<file path="config.mk">
export PLATFORM = sky130hd
export DESIGN_NAME = alu_sequencer
export DESIGN_NICKNAME = d
export VERILOG_FILES = /design/src/rtl/alu_sequencer.sv
export SDC_FILE = /design/constraint.sdc
export NUM_CORES = 1
export LEC_CHECK = 0
export ABC_CLOCK_PERIOD_IN_PS = 1950
export CORE_MARGIN = 4
export CORE_UTILIZATION = 40
export DETAILED_ROUTE_END_ITERATION = 12
export GPL_TIMING_DRIVEN = 0
export PLACE_DENSITY = 0.85
export SLEW_MARGIN = 30
export SYNTH_ARGS = -nofsm -noshare
export SYNTH_HDL_FRONTEND = slang
export SYNTH_SLANG_ARGS = --single-unit
</file>
<file path="constraint.sdc">
create_clock -name clk -period 1.95 [get_ports clk]
set_input_delay 0.39 -clock clk [delete_from_list [all_inputs] [get_ports clk]]
set_output_delay 0.39 -clock clk [all_outputs]
set_load 0.01 [all_outputs]
</file>
<file path="src/rtl/alu_sequencer.sv">
// Sequences one request at a time through the external 16-bit ALU: latch, setup, two enable cycles, capture.
// Result appears 3 edges after acceptance; req_ready is low while an operation is in flight.
module alu_sequencer #(
  parameter int WIDTH  = 16,
  parameter int MAX_OP = 7
) (
  input  logic             clk,
  input  logic             reset,
  input  logic             req_valid,
  output logic             req_ready,
  input  logic [3:0]       req_op,
  input  logic [WIDTH-1:0] req_a,
  input  logic [WIDTH-1:0] req_b,
  input  logic             req_use_carry,
  input  logic             clear_carry,
  output logic [WIDTH-1:0] alu_in_1,
  output logic [WIDTH-1:0] alu_in_2,
  output logic [3:0]       alu_select,
  output logic             alu_carry_in,
  output logic             alu_enable,
  input  logic [WIDTH-1:0] alu_data,
  input  logic             alu_carry_out,
  input  logic             alu_zero,
  output logic [WIDTH-1:0] result,
  output logic             result_valid,
  output logic             carry_flag,
  output logic             zero_flag,
  output logic             op_error,
  output logic             busy
);

  typedef enum logic [1:0] {IDLE, SETUP, EXEC, CAPT} state_t;

  localparam logic [3:0] MAX_OP_L = 4'(MAX_OP);

  state_t           state_q, state_d;
  logic [3:0]       op_q, op_d;
  logic [WIDTH-1:0] a_q, a_d;
  logic [WIDTH-1:0] b_q, b_d;
  logic             csel_q, csel_d;
  logic [WIDTH-1:0] result_q, result_d;
  logic             carry_q, carry_d;
  logic             zero_q, zero_d;
  logic             rv_q, rv_d;
  logic             err_q, err_d;

  always_comb begin
    state_d    = state_q;
    op_d       = op_q;
    a_d        = a_q;
    b_d        = b_q;
    csel_d     = csel_q;
    result_d   = result_q;
    zero_d     = zero_q;
    carry_d    = clear_carry ? 1'b0 : carry_q;
    rv_d       = 1'b0;
    err_d      = 1'b0;
    req_ready  = 1'b0;
    busy       = 1'b1;
    alu_enable = 1'b0;
    case (state_q)
      IDLE: begin
        req_ready = 1'b1;
        busy      = 1'b0;
        if (req_valid) begin
          op_d    = req_op;
          a_d     = req_a;
          b_d     = req_b;
          // Uses the flag as it stands now, before any clear or capture on this edge.
          csel_d  = req_use_carry & carry_q;
          state_d = SETUP;
        end
      end
      SETUP: begin
        if (op_q > MAX_OP_L) begin
          err_d   = 1'b1;
          state_d = IDLE;
        end else begin
          state_d = EXEC;
        end
      end
      EXEC: begin
        alu_enable = 1'b1;
        state_d    = CAPT;
      end
      CAPT: begin
        alu_enable = 1'b1;
        result_d   = alu_data;
        carry_d    = alu_carry_out;
        zero_d     = alu_zero;
        rv_d       = 1'b1;
        state_d    = IDLE;
      end
      default: state_d = IDLE;
    endcase
  end

  always_ff @(posedge clk) begin
    if (reset) begin
      state_q  <= IDLE;
      op_q     <= '0;
      a_q      <= '0;
      b_q      <= '0;
      csel_q   <= 1'b0;
      result_q <= '0;
      carry_q  <= 1'b0;
      zero_q   <= 1'b0;
      rv_q     <= 1'b0;
      err_q    <= 1'b0;
    end else begin
      state_q  <= state_d;
      op_q     <= op_d;
      a_q      <= a_d;
      b_q      <= b_d;
      csel_q   <= csel_d;
      result_q <= result_d;
      carry_q  <= carry_d;
      zero_q   <= zero_d;
      rv_q     <= rv_d;
      err_q    <= err_d;
    end
  end

  // Operand latches double as the ALU drive lines, so they only move on entry to SETUP.
  assign alu_in_1     = a_q;
  assign alu_in_2     = b_q;
  assign alu_select   = op_q;
  assign alu_carry_in = csel_q;
  assign result       = result_q;
  assign carry_flag   = carry_q;
  assign zero_flag    = zero_q;
  assign result_valid = rv_q;
  assign op_error     = err_q;

endmodule

</file>
==> reports/metrics.csv <==
metric;value;unit
status;finished, final reports clean;
die_x;85.54;µm
numCtsBuffers;9;
clkPwrFrac;0.359;
drtIter0Drc;43;
start_kind;register;
port_buffers;118;
antenna_found_initial;0;
p_sw;701.1;µW
clock_skew;0.01028;ns
fillCellCount;460;
grt_usage;0.1747;
grt_max_degree;11;
ant_nets;0;
cts_root_buf;clkbuf_8;
crit_path_end_kind;output pin;
required;1.56;ns
routedWlPerCell;14.87;µm
firstDrtPassIters;4;
cts_tree;yes;
grt_pass1_vias;2123;
period_minus_slack;1.801;ns
wirelength;6.275;mm
synth-edff-count;0;
pwr-share-comb;0.186;
crit_arrival;1.41;ns
hold-worst-slack;0.4756;ns
setup_violations;0;
dieHeight;85.54;µm
gr-total-overflow;0;
clock_sinks;59;
seq_power_share;0.455;
netlist_area;2405;µm²
p_sw_frac;0.2424;
worst_slew_pin_slew;0.4137;ns
ioPinCount;119;
avgSynthCellArea;11.08;µm²
ys_warn_count;0;
die-area;7316;µm²
post-route-period-util;0.9234;
power;2893;µW
ys_types;21;
synth.net_count;276;
drv_slew;0;
grt_pass1_wl;10.12;mm
clkTransAtPathRegs;0.07;ns
dp_hpwl;4.713;mm
critical_path_class;register to output pin;
yosysSeqAreaShare;0.4912;
fin_nets;405;
num_vias;1986;
crit_path_max_fanout;9;
drv_cap;0;
finalSetupTns;0;ns
rows;27;
post-cts-setup-buffer-count;0;
hp-class;register to register;
dominantRegCellSynth;dfxtp_1;
drive_gt1_frac;0.08000;
core;5675;µm²
hold_violations;0;
via_per_inst;4.706;
pwr_density_cell;750.4;nW/µm²
diodes;0;
drc;0;
initial_core_util;0.4237;
area_growth;60.30;%
hold_buffers;0;
cellLeakagePower;0.001490;µW
clk_path_buf_depth;2;
rsz0062_at_grt;false;
max_freq;0.5554;GHz
synthCells;217;
async_flop_share;0;
vdd_drop_max;0.4245;mV
htree_levels;3;
relSlewSlack;0.7242;
intPower;2192;µW
cts_resized;2;
synth-seq-cells;59;
gp_congestion;0.7245;
clkLatencyLatePin;0.33;ns
per-stage QoR:
stage	instance area (µm²)	instances	setup WS, ns	util
2_1_floorplan	2405	217	0.7219	-
3_3_place_gp	3676	407	-0.06047	0.6477
3_5_place_dp	3676	407	-0.1071	0.6477
4_1_cts	3855	422	0.1227	0.6792
5_1_grt	3855	422	0.08998	0.6792
6_report	3855	422	0.1493	0.6792
cell families (layout without fill, tap and decap cells):
family,Yosys count,after routing,synth area share
buffers and inverters,19,152,0.06452
multiplexers,37,37,0.1540
AO/OA/AOI/OAI,20,20,0.07180
flip-flops,59,59,0.4912
AND/OR/NAND/NOR,82,82,0.2185
registers in the layout (all words and copies together) (netlist names), named ones only:
register	flops
op_error	1
alu_carry_in	1
result_valid	1
alu_select	4
zero_flag	1
state_q	1
alu_in_1	16
carry_flag	1
alu_in_2	16
result	16
path summary, 6_finish.rpt:
| path | from | end | slack (ns) | cells after the start |
|---|---|---|---|---|
| max | register | alu_enable | 0.15 | 3 |
| min | alu_in_1[5] | alu_in_1[5] | 0.48 | 2 |
| max reg2reg | register | alu_in_1[11] | 0.67 | 5 |
| min reg2reg | alu_in_1[5] | alu_in_1[5] | 0.48 | 2 |
layout by cell type, fill, tap and decap left out, drive strengths merged:
| master | synthesis | layout |
|---|---|---|
| clkinv | 0 | 4 |
| dlygate4sd2 | 0 | 2 |
| and3b | 1 | 1 |
| nor4bb | 1 | 1 |
| nor2 | 1 | 1 |
| clkbuf | 8 | 17 |
| inv | 2 | 2 |
| or2 | 1 | 1 |
| a22o | 17 | 17 |
| clkdlybuf4s50 | 0 | 116 |
| a21oi | 2 | 2 |
| or3b | 1 | 1 |
| a32o | 1 | 1 |
| clkinvlp | 0 | 1 |
| buf | 9 | 9 |
| nand3b | 1 | 1 |
| nand2b | 74 | 74 |
| dfxtp | 59 | 59 |
| nor3 | 1 | 1 |
| mux2i | 37 | 37 |
| nor3b | 1 | 1 |
| bufinv | 0 | 1 |
synthesized netlist by cell type, types with 2 or more instances:
master / count / area [µm²]
nand2b_1: 74 / 462.9
dfxtp_1: 59 / 1181
mux2i_1: 37 / 370.4
a22o_1: 17 / 148.9
clkbuf_1: 8 / 30.03
buf_6: 4 / 45.04
buf_12: 3 / 60.06
inv_1: 2 / 7.510
layer usage:
metal	routed length, µm	global-route usage
met5	0	0
met4	143	0.08777
met1	2729	0.2147
met2	3016	0.2903
met3	385	0.03458
power by group through the flow:
stage	clock network, µW	logic, µW	registers [µW]
floorplan	0	217	1370
global placement	0	542	1340
detailed placement	0	550	1340
CTS	1070	547	1320
global route	1120	579	1320
finish	1040	539	1320
worst max-delay path, stage by stage (launching register included):
cell	delay (ns)
dfxtp_1	0.32
buf_6	0.13
clkbuf_1	0.09
clkdlybuf4s50_1	0.54
area by class of cell:
| cell class | count | area, µm² | share of cell area |
|---|---|---|---|
| Buffer | 17 | 147.6 | 0.03830 |
| Inverter | 2 | 7.507 | 0.001947 |
| Clock buffer | 9 | 123.9 | 0.03213 |
| Multi-Input combinational cell | 139 | 1069 | 0.2772 |
| Timing Repair Buffer | 118 | 1179 | 0.3057 |
| Clock inverter | 6 | 57.56 | 0.01493 |
| Tap cell | 72 | 90.09 | 0.02337 |
| Sequential cell | 59 | 1181 | 0.3064 |
Note: power is estimated with default switching activity, not from simulation.
